[src/rtl/vga_timing_gen.sv]
// vga_timing_gen: parametrised VGA raster timing generator.
// Two free-running (column, line) counter pairs: the display position (hc, vc) and a fetch
// position (fh, fv) kept FETCH_LEAD pixels ahead of it. Every output is registered from them.
// Optional feature macro: VGA_TIMING_IRQ_EN enables the sticky vblank interrupt on IRQ.
module vga_timing_gen #(
  parameter int unsigned CW         = 11,
  parameter int unsigned H_ACTIVE   = 800,
  parameter int unsigned H_FP       = 40,
  parameter int unsigned H_SYNC     = 128,
  parameter int unsigned H_BP       = 88,
  parameter int unsigned V_ACTIVE   = 600,
  parameter int unsigned V_FP       = 1,
  parameter int unsigned V_SYNC     = 4,
  parameter int unsigned V_BP       = 23,
  parameter bit          HS_POL     = 1'b1,
  parameter bit          VS_POL     = 1'b1,
  parameter int unsigned FETCH_LEAD = 2
) (
  input  logic          CLK_PIXEL,
  input  logic          RESET_N,
  output logic          Hs,
  output logic          Vs,
  output logic [CW-1:0] SCREEN_X,
  output logic [CW-1:0] SCREEN_Y,
  output logic          ON_SCREEN,
  output logic          VBLANK,
  output logic          LINE_START,
  output logic          FRAME_START,
  output logic [CW-1:0] FETCH_X,
  output logic [CW-1:0] FETCH_Y,
  output logic          FETCH_VALID,
  output logic          IRQ,
  input  logic          IRQ_ACK
);

  localparam int unsigned H_TOTAL  = H_ACTIVE + H_FP + H_SYNC + H_BP;
  localparam int unsigned V_TOTAL  = V_ACTIVE + V_FP + V_SYNC + V_BP;
  localparam int unsigned HS_START = H_ACTIVE + H_FP;
  localparam int unsigned HS_END   = H_ACTIVE + H_FP + H_SYNC;
  localparam int unsigned VS_START = V_ACTIVE + V_FP;
  localparam int unsigned VS_END   = V_ACTIVE + V_FP + V_SYNC;

  localparam logic [CW-1:0] H_LAST     = CW'(H_TOTAL - 1);
  localparam logic [CW-1:0] V_LAST     = CW'(V_TOTAL - 1);
  localparam logic [CW-1:0] FETCH_INIT = CW'(FETCH_LEAD);

  // Range tests are done at 32 bits so an end bound equal to 2^CW cannot wrap.
  function automatic logic in_range(input logic [CW-1:0] v, input int unsigned lo,
                                    input int unsigned hi);
    return (32'(v) >= lo) && (32'(v) < hi);
  endfunction

  logic [CW-1:0] hc_q, hc_d, vc_q, vc_d;
  logic [CW-1:0] fh_q, fh_d, fv_q, fv_d;

  // Next raster position for both counter pairs; identical wrap rules.
  always_comb begin
    hc_d = hc_q + 1'b1;
    vc_d = vc_q;
    if (hc_q == H_LAST) begin
      hc_d = '0;
      vc_d = (vc_q == V_LAST) ? '0 : vc_q + 1'b1;
    end
    fh_d = fh_q + 1'b1;
    fv_d = fv_q;
    if (fh_q == H_LAST) begin
      fh_d = '0;
      fv_d = (fv_q == V_LAST) ? '0 : fv_q + 1'b1;
    end
  end

  // Counter state; the fetch pair starts FETCH_LEAD columns ahead on line 0.
  always_ff @(posedge CLK_PIXEL or negedge RESET_N) begin
    if (!RESET_N) begin
      hc_q <= '0;
      vc_q <= '0;
      fh_q <= FETCH_INIT;
      fv_q <= '0;
    end else begin
      hc_q <= hc_d;
      vc_q <= vc_d;
      fh_q <= fh_d;
      fv_q <= fv_d;
    end
  end

  // Registered decode of the display position; syncs fall straight to idle on reset.
  always_ff @(posedge CLK_PIXEL or negedge RESET_N) begin
    if (!RESET_N) begin
      SCREEN_X    <= '0;
      SCREEN_Y    <= '0;
      Hs          <= ~HS_POL;
      Vs          <= ~VS_POL;
      ON_SCREEN   <= 1'b0;
      VBLANK      <= 1'b0;
      LINE_START  <= 1'b0;
      FRAME_START <= 1'b0;
    end else begin
      SCREEN_X    <= hc_q;
      SCREEN_Y    <= vc_q;
      Hs          <= in_range(hc_q, HS_START, HS_END) ? HS_POL : ~HS_POL;
      Vs          <= in_range(vc_q, VS_START, VS_END) ? VS_POL : ~VS_POL;
      ON_SCREEN   <= in_range(hc_q, 0, H_ACTIVE) && in_range(vc_q, 0, V_ACTIVE);
      VBLANK      <= !in_range(vc_q, 0, V_ACTIVE);
      LINE_START  <= (hc_q == '0);
      FRAME_START <= (hc_q == '0) && (vc_q == '0);
    end
  end

  // Registered decode of the look-ahead fetch position.
  always_ff @(posedge CLK_PIXEL or negedge RESET_N) begin
    if (!RESET_N) begin
      FETCH_X     <= '0;
      FETCH_Y     <= '0;
      FETCH_VALID <= 1'b0;
    end else begin
      FETCH_X     <= fh_q;
      FETCH_Y     <= fv_q;
      FETCH_VALID <= in_range(fh_q, 0, H_ACTIVE) && in_range(fv_q, 0, V_ACTIVE);
    end
  end

`ifdef VGA_TIMING_IRQ_EN
  logic irq_set;
  assign irq_set = (hc_q == '0) && (32'(vc_q) == V_ACTIVE);

  // Sticky vblank interrupt; a new set beats a coincident acknowledge.
  always_ff @(posedge CLK_PIXEL or negedge RESET_N) begin
    if (!RESET_N) begin
      IRQ <= 1'b0;
    end else begin
      IRQ <= irq_set | (IRQ & ~IRQ_ACK);
    end
  end
`else
  logic unused_irq_ack;
  assign unused_irq_ack = IRQ_ACK;
  assign IRQ            = 1'b0;
`endif

endmodule
[config.mk]
export PLATFORM = sky130hd
export DESIGN_NAME = vga_timing_gen
export DESIGN_NICKNAME = d
export VERILOG_FILES = /design/src/rtl/vga_timing_gen.sv
export SDC_FILE = /design/constraint.sdc
export NUM_CORES = 1
export LEC_CHECK = 0
export CORE_UTILIZATION = 55
export CTS_BUF_LIST = sky130_fd_sc_hd__clkbuf_4 sky130_fd_sc_hd__clkbuf_8
export DETAILED_ROUTE_END_ITERATION = 16
export PLACE_DENSITY = 0.77
export SETUP_SLACK_MARGIN = 0.15
export SLEW_MARGIN = 20
export SYNTH_ARGS = -nofsm -noshare
export SYNTH_HDL_FRONTEND = slang
export SYNTH_SLANG_ARGS = --single-unit
[constraint.sdc]
create_clock -name CLK_PIXEL -period 2.2 [get_ports CLK_PIXEL]
set_input_delay 0.33 -clock CLK_PIXEL [delete_from_list [all_inputs] [get_ports CLK_PIXEL]]
set_output_delay 0.33 -clock CLK_PIXEL [all_outputs]
set_load 0.02 [all_outputs]
==> summary.txt, run 1 <==
Critical path
  • WP data arrival: 2.19 ns
  • Worst setup EP type: flop
  • R2r endpoint: fv_q[7]
  • Worst reg-to-reg path cell count: 6
  • Crit Path Max Fanout: 7
  • Crit path launch type: flop
  • WP data required: 2.44 ns
  • R2R Setup Slk: between 0.2 and 0.3 ns
  • Setup CP Type: reg -> reg
  • FF-to-FF Start: fv_q[0]

Place
  • Pre-CTS WS: 0.290 ns
  • DP HPWL: 4390 um
  • IO Port Bufs: 52
  • RePlAce Congestion: around 0.87
  • Dpl cell area: 4250 um2

Final layout
  • Multi-input logic area: approximately 1200 um2
  • N_diodes: 0
  • Area grow syn2layout: 21.8%
  • Layout cells sized above 1: 9.47%
  • Register Area: 2380 um2
  • FILL cells: 469
  • Layout Utilization: 69.5%
  • Design Area, Final: between 4000 and 5000 um2
  • NumNets Final: roughly 360

Power and ir drop
  • Net switching power: 628 uW
  • Sw Ratio: between 20% and 30%
  • Clock power frac: 36.5%
  • Power consumption: ~2800 uW
  • Internal power: 2180 uW
  • Comb power frac: 1.4%
  • Power per cell area: ~630 nW/um2
  • Flop pwr share: 62.1%
  • VDD IR-drop max: 512 uV
  • Static Leak: roughly 0.0021 uW

Clocking
  • Clk_lat worst skew: 0.35 ns
  • Root Buffer: clkbuf_8
  • Postcts setup bufs: 0
  • TritonCTS clock tree: done
  • Number of buffers created by CTS: 9
  • CTS max path bufs: 2
  • Clock transition at path regs: 0.09 ns
  • Num Clock Sinks: 95
  • CTS H-tree depth: 3

Logic synthesis
  • Synth Register Bits: 95
  • Mapped Nets: ~300
  • Largest area contributor in the netlist: dfrtp_1
  • Fraction of registers with async set/reset: between 90% and 100%
  • Top FF cell, synth: dfrtp_1
  • Mapped cell area: approximately 3600 um2
  • Register area share after synthesis: 65.2%
  • Unique masters post-synth: 49
  • Post-synthesis area per instance: around 12 um2
  • EDFF count, synth: 0
  • Main area contributors after synthesis: dfrtp_1 (65%), nand3_1 (3.2%), xor2_1 (3.1%), xnor2_1 (2.9%), ha_1 (2.4%)
  • Synth Warn #: 0
  • Top cell type's share of synthesized area: 64.5%
  • Syn Inst Count: between 200 and 300

STA
  • Fmax achieved: just over 0.5 GHz
  • Fin crit period: 1.95 ns
  • Fin. Hold Viols: 0
  • Post-route setup slack: 0.251 ns
  • Final setup TNS: 0 ns
  • Slew Viols, Final: 0
  • Setup Skew: 0.0110 ns
  • Slew @ Worst Pin: 0.571 ns
  • Slew headroom: between 60% and 70%
  • Setup violations, final: 0
  • Unrepaired setup endpoints after global routing: false
  • Crit share post-route: 88.6%

GRT
  • Gr usage total: 19.7%
  • Initial antenna violation count: 0
  • Vias in the first global route: ~2300
  • Largest net degree at the start of global routing: 50
  • First-pass GRT wire length: 10800 um
  • Gr ovfl total: 0

Route
  • Vias per cell: 5.59
  • Final WL: 6360 um
  • DRT Pass-1 Iters: 4
  • Routed WL per cell: 14.6 um
  • DR DRC count: 0
  • Initial DRC count: 107
  • Vias: 2436
  • DRT antenna net count: 0

Die
  • Number of I/O pins: 55
  • Total core area: ~6400 um2
  • Die X: 83.4 um
  • # rows: 29
  • Die H: approximately 83 um
  • Die area: roughly 7000 um2
  • Starting Density: 57.1%

Outcome
  • Status: completed

Run
  • Maxcap violations: 0

Hold path
  • Cell depth of the worst min-delay path: 0
  • Hold Startpoint: fh_q[1]
  • Hold EP: FETCH_X[1]
  • Worst min path class: reg -> reg
[registers in the layout, summed over array words and instances (netlist names)]
signal and count:
LINE_START 1, VBLANK 1, FETCH_Y 11, FRAME_START 1, FETCH_VALID 1, ON_SCREEN 1
vc_q 11, SCREEN_X 11, FETCH_X 11, fh_q 11, hc_q 11, Hs 1
fv_q 11, SCREEN_Y 11, Vs 1
[power by group through the flow]
stage | Combinational, uW | Clock, uW | Sequential [uW]
after floorplan | 2.84 | 0 | 1780
after global placement | 39.9 | 0 | 1780
after detailed placement | 41.2 | 0 | 1780
after CTS | 42.7 | 1050 | 1740
after global routing | 47.7 | 1120 | 1740
final | 39.5 | 1020 | 1740
[worst max-delay path, stage by stage, from the launching register on]
cell	delay [ns]
dfrtp_1	0.41
ha_1	0.26
nor4bb_1	0.44
nand4_1	0.26
buf_4	0.23
or4b_1	0.15
o21ai_0	0.07
[routing by layer]
layer	up-vias	part of all wire [%]	global-route usage [%]
li1	1140	-	-
met1	1222	45	25.9
met2	61	48	31.6
met3	13	4.4	4.67
met4	0	2.1	8.63
met5	-	0	0
[cell type report]
| cell class | count | share of cell area [%] |
|---|---|---|
| Inverter | 13 | 1.10 |
| Sequential cell | 95 | 53.6 |
| Clock inverter | 6 | 0.986 |
| Timing Repair Buffer | 60 | 13.1 |
| Multi-Input combinational cell | 175 | 26.1 |
| Tap cell | 77 | 2.17 |
| Clock buffer | 10 | 2.96 |
[stage by stage]
stage | instances | hold WS [ns]
finish | 436 | 0.424
global route | 436 | 0.435
CTS | 436 | 0.429
detailed placement | 419 | 0.371
global placement | 419 | 0.363
floorplan | 293 | 0.0344
[cells in the final DEF (no fill, tap or decap), types with 2 or more instances in the layout]
cell type        netlist  final
nand3_1               23     23
xor2_1                13     13
and3_1                 9      9
nor3_1                10     10
dfrtp_1               94     94
a31oi_1                4      4
ha_1                   7      7
clkbuf_8               1      9
buf_4                  1      8
or3_1                  3      3
nand2_1               15     15
and4_1                 5      5
inv_1                 13     13
clkdlybuf4s50_1        0     51
a21o_1                 2      2
a21oi_1                9      9
o21ai_0               10     10
clkinv_2               0      2
and2_1                 3      3
o21ai_1                4      4
inv_6                  0      2
nor2_1                16     16
xnor2_1               12     12
nand4_1                7      7
[how the worst max path moves through the flow]
stage | slack (ns) | depth (start not counted) | start | to
4_1_cts | 0.28 | 6 | fh_q[1] | fv_q[8]
2_1_floorplan | 0.45 | 5 | vc_q[8] | vc_q[6]
3_5_place_dp | 0.29 | 6 | fh_q[1] | fv_q[8]
3_3_place_gp | 0.34 | 6 | fh_q[1] | fv_q[8]
6_report | 0.25 | 6 | fv_q[0] | fv_q[7]
5_1_grt | 0.16 | 6 | fv_q[0] | fv_q[5]
[Yosys cell counts (2+ instances only)]
master and instances:
nor4_1 2, clkbuf_1 4, or3_1 3, inv_1 13, nand4_1 7, and3_1 9
nor3_1 10, xnor2_1 12, nand2_1 15, nor2_1 16, o21ai_0 10, dfrtp_1 94
xor2_1 13, o21ai_1 4, and4_1 5, a31oi_1 4, nand3_1 23, a21o_1 2
and2_1 3, a21oi_1 9, ha_1 7
[kinds of logic (layout without fill, tap and decap cells)]
| kind of cell | after synthesis | after routing | synth area share (%) |
|---|---|---|---|
| flops | 95 | 95 | 65.2 |
| mux | 1 | 1 | 0.275 |
| other cells | 1 | 1 | 0.103 |
| buf+inv | 23 | 89 | 3.12 |
| xor+xnor | 25 | 25 | 6.01 |
| compound gates | 32 | 32 | 4.94 |
| fa+ha+maj | 7 | 7 | 2.40 |
| simple gates | 109 | 109 | 17.9 |
[repair_timing]
| item | CTS | global route |
|---|---|---|
| gates resized for setup | 0 | 1 |
| endpoints found under the hold margin | 46 | 0 |
| endpoints found under the setup margin | 0 | 1 |
| hold buffers | 1 | 0 |
Note: power is estimated with default switching activity, not from simulation.
==> inputs of run 2 (changes only) <==
--- a/config.mk
+++ b/config.mk
@@ -5,10 +5,11 @@
 export SDC_FILE = /design/constraint.sdc
 export NUM_CORES = 1
 export LEC_CHECK = 0
-export CORE_UTILIZATION = 55
-export CTS_BUF_LIST = sky130_fd_sc_hd__clkbuf_4 sky130_fd_sc_hd__clkbuf_8
+export ABC_AREA = 1
+export CORE_UTILIZATION = 54
+export CTS_BUF_LIST = sky130_fd_sc_hd__clkbuf_16
 export DETAILED_ROUTE_END_ITERATION = 16
-export PLACE_DENSITY = 0.77
+export PLACE_DENSITY = 0.75
 export SETUP_SLACK_MARGIN = 0.15
 export SLEW_MARGIN = 20
 export SYNTH_ARGS = -nofsm -noshare
==> constraint.sdc (replaced) <==
create_clock -name CLK_PIXEL -period 2.1 [get_ports CLK_PIXEL]
set_input_delay 0.315 -clock CLK_PIXEL [delete_from_list [all_inputs] [get_ports CLK_PIXEL]]
set_output_delay 0.315 -clock CLK_PIXEL [all_outputs]
set_load 0.02 [all_outputs]
==> run 2 against run 1 <==
  * Synthesized cell count rose by 45%
  * Worst setup slack better by 0.051 ns
  * Critical path type unchanged
  * Wire length increased by 19%
  * Flip-flop and latch count did not move
  * Maximum frequency rose by 8.4%
  * Critical endpoint is now vc_q[8]
  * Via count up 22%
  * Highest routed layer unchanged
  * Sequential share of layout area is 5.6 points lower
  * Count of clock-buffer cells in the layout shrank 1
  * Non-clock buffer count fell by 3
  * Largest cell class unchanged
  * Total power is 22% higher
  * Global-route usage grew 1.5 points
==> summary.txt, run 2 <==
Final layout
  • FILL cells: 571 (was 469)
  • NumNets Final: 494 (was 364)
  • Layout Utilization: 68.6% (was 69.5%)
  • Layout cells sized above 1: 7.38% (was 9.47%)
  • Register Area: 2380 um2 (unchanged)
  • Most common library cell in the layout ignoring fill and taps: nand2_1 (was dfrtp_1)
  • Multi-input logic area: 1380 um2 (was 1160 um2)
  • Post-Layout Cell Count: 587 (was 436)
  • N_diodes: 0 (unchanged)
  • Commonest cells after routing, fill and taps aside: nand2_1 (99), dfrtp_1 (94), inv_1 (51), clkdlybuf4s50_1 (51), nor2_1 (41) (was dfrtp_1 (94), clkdlybuf4s50_1 (51), nand3_1 (23))
  • Area grow syn2layout: 23.0% (was 21.8%)

GRT
  • Gr ovfl total: 0 (unchanged)
  • Gr usage total: 21.2% (was 19.7%)
  • First-pass GRT wire length: 12500 um (was 10800 um)
  • Initial antenna violation count: 0 (unchanged)
  • Largest net degree at the start of global routing: 43 (was 50)
  • Vias in the first global route: 2801 (was 2316)

Place
  • Placed Cells: 570 (was 419)
  • RePlAce Congestion: 0.848 (was 0.873)
  • IO Port Bufs: 52 (unchanged)
  • DP HPWL: 5190 um (was 4390 um)

Critical path
  • WP data required: 2.31 ns (was 2.44 ns)
  • Worst setup EP type: flop (unchanged)
  • Setup CP Type: reg -> reg (unchanged)
  • Crit-path most repeated cell: nand2_1
  • Critical-path cell list: ha_1 > nand2_1 > nor2_2 > inv_2 > nor2_1 > nand2_2 > nand2_1 > o21ai_1 (was ha_1 > nor4bb_1 > nand4_1 > buf_4 > or4b_1 > o21ai_0)
  • CP max-delay cell: dfrtp_1 (was nor4bb_1)
  • Crit Path Max Fanout: 14 (was 7)
  • Max incr delay on CP: 0.41 ns (was 0.44 ns)
  • FF-to-FF Start: hc_q[0] (was fv_q[0])
  • CP Launch Point: hc_q[0] (was fv_q[0])
  • Worst path bufs/invs: 1 (unchanged)
  • Crit path launch type: flop (unchanged)
  • WP data arrival: 2.01 ns (was 2.19 ns)
  • CP top delay family: simple AND/OR/NAND/NOR gates (unchanged)

Power and ir drop
  • Power per cell area: 693 nW/um2 (was 633 nW/um2)
  • VDD IR-drop max: 481 uV (was 512 uV)
  • Static Leak: 0.00245 uW (was 0.00206 uW)

Logic synthesis
  • Fraction of registers with async set/reset: 100% (unchanged)
  • Top FF cell, synth: dfrtp_1 (unchanged)
  • Adder-cell share of the synthesized area: 2.18% (was 2.40%)
  • Syn Inst Count: 426 (was 293)
  • Xor/xnor share of the synthesized area: 3.48% (was 6.01%)
  • Mapped cell area: 4030 um2 (was 3650 um2)
  • Main area contributors after synthesis: dfrtp_1 (58%), nand2_1 (9.3%), nand3_1 (4.8%), inv_1 (4.8%), nor2_1 (3.8%) (was dfrtp_1 (65%), nand3_1 (3.2%), xor2_1 (3.1%), xnor2_1 (2.9%), ha_1 (2.4%))
  • EDFF count, synth: 0 (unchanged)
  • Unique masters post-synth: 32 (was 49)
  • Top cell type's share of synthesized area: 58.4% (was 64.5%)
  • Synth Area in Simple Gates: 25.2% (was 17.9%)
  • Largest area contributor in the netlist: dfrtp_1 (unchanged)
  • Synth Warn #: 0 (unchanged)
  • Post-synthesis compound-gate area fraction: 3.17% (was 4.94%)
  • Post-synthesis area per instance: 9.45 um2 (was 12.4 um2)
  • Post-synthesis mux area share: 0% (was 0.275%)
  • Main combinational cell family by area after synthesis: simple AND/OR/NAND/NOR gates (unchanged)
  • Synth top cells by count: nand2_1 (100), dfrtp_1 (94), inv_1 (51) (was dfrtp_1 (94), nand3_1 (23), nor2_1 (16))
  • Register area share after synthesis: 59.1% (was 65.2%)
  • Mapped Nets: 436 (was 303)
  • Most numerous cell in the Yosys netlist: nand2_1 (was dfrtp_1)
  • Synth Register Bits: 95 (unchanged)

Route
  • Vias per cell: 5.08 (was 5.59)
  • Routed WL per cell: 12.9 um (was 14.6 um)
  • DR DRC count: 0 (unchanged)
  • Initial DRC count: 117 (was 107)
  • Final WL: 7560 um (was 6360 um)
  • DRT antenna net count: 0 (unchanged)
  • DRT Pass-1 Iters: 4 (unchanged)
  • Vias: 2983 (was 2436)

Die
  • Starting Density: 55.8% (was 57.1%)
  • Number of I/O pins: 55 (unchanged)
  • Die H: 88.4 um (was 83.4 um)
  • # rows: 31 (was 29)
  • Die area: 7810 um2 (was 6960 um2)
  • Total core area: 7210 um2 (was 6390 um2)
  • Die X: 88.4 um (was 83.4 um)

STA
  • Final hold slack: 0.400 ns (was 0.424 ns)
  • Setup violations, final: 0 (unchanged)
  • Fin crit period: 1.80 ns (was 1.95 ns)
  • Unrepaired setup endpoints after global routing: false (unchanged)
  • Fmax achieved: 0.556 GHz (was 0.513 GHz)
  • Final setup TNS: 0 ns (unchanged)
  • Slew Viols, Final: 0 (unchanged)
  • Crit share post-route: 85.6% (was 88.6%)
  • Setup Skew: 0.00443 ns (was 0.0110 ns)
  • Fin. Hold Viols: 0 (unchanged)

Clocking
  • Num Clock Sinks: 95 (unchanged)
  • CTS max path bufs: 2 (unchanged)
  • CTS H-tree depth: 3 (unchanged)
  • Number of buffers created by CTS: 9 (unchanged)
  • Root Buffer: clkbuf_16 (was clkbuf_8)
  • Clk_lat worst skew: 0.34 ns (was 0.35 ns)
  • Clock transition at path regs: 0.06 ns (was 0.09 ns)
  • TritonCTS clock tree: done (unchanged)

Hold path
  • Worst min path class: reg -> reg (unchanged)
  • Hold Startpoint: hc_q[3] (was fh_q[1])

Run
  • Maxcap violations: 0 (unchanged)

Outcome
  • Status: completed (unchanged)
run 2: logic make-up after synthesis:
logic type,Yosys count
other,1
buffers and inverters,64
adder cells (fa/ha/maj),7
XOR/XNOR,16
AND/OR/NAND/NOR,220
AO/OA/AOI/OAI,23
flip-flops,95
run 2: area by class of cell:
type / instances / area share (%)
clock buffer: 9 / 4.55
clock inverter: 6 / 1.26
inverter: 54 / 4.09
multi-input combinational: 267 / 27.8
sequential: 95 / 48.0
tap: 99 / 2.50
timing repair buffer: 57 / 11.8
run 2: per-layer routing:
layer | share of wire, % | track usage (%) | routed length [um] | vias to the layer above
li1 | - | - | - | 1473
met1 | 43 | 26.4 | 3250 | 1412
met5 | 0 | 0 | 0 | -
met3 | 4.0 | 3.45 | 300 | 18
met2 | 50 | 35.2 | 3810 | 80
met4 | 2.6 | 12.2 | 199 | 0
run 2: metrics by stage:
step / total power [uW] / instance area (um2) / setup WS, ns
after global routing: 3550 / 4950 / 0.153
after detailed placement: 1910 / 4630 / 0.309
after CTS: 3470 / 4930 / 0.221
after global placement: 1910 / 4630 / 0.392
final: 3430 / 4950 / 0.301
after floorplan: 1870 / 4030 / 0.587
run 2: what timing repair did:
| action | in CTS | in global routing |
|---|---|---|
| buffers inserted | 0 | 1 |
| gates resized for setup | 0 | 1 |
| hold endpoints to repair | 33 | 0 |
| setup endpoints to repair | 0 | 11 |
| hold buffers | 1 | 0 |
run 2: report_power, final:
group	switching, uW	total [uW]	internal [uW]	leakage [uW]
Combinational	35.6	43.0	7.44	0.00105
Sequential	0	1830	1830	0.00127
Clock	649	1560	910	0.000135
Total	685	3430	2750	0.00245
run 2: worst register-to-register path: cells and delay by family (launching register included):
| kind | cells | cell delay (ns) |
|---|---|---|
| flip-flops | 1 | 0.41 |
| AO/OA/AOI/OAI | 1 | 0.08 |
| adder cells (fa/ha/maj) | 1 | 0.30 |
| AND/OR/NAND/NOR | 5 | 0.80 |
| buffers and inverters | 1 | 0.08 |
run 2: final timing paths:
path | to | slack [ns] | depth (start not counted)
setup reg to reg | vc_q[8] | 0.30 | 8
min in group asynchronous | fh_q[6] | 0.47 | 2
setup / recovery | vc_q[8] | 0.30 | 8
hold reg to reg | SCREEN_X[3] | 0.40 | 0
hold / removal | SCREEN_X[3] | 0.40 | 0
max in group asynchronous | FETCH_Y[10] | 1.04 | 3
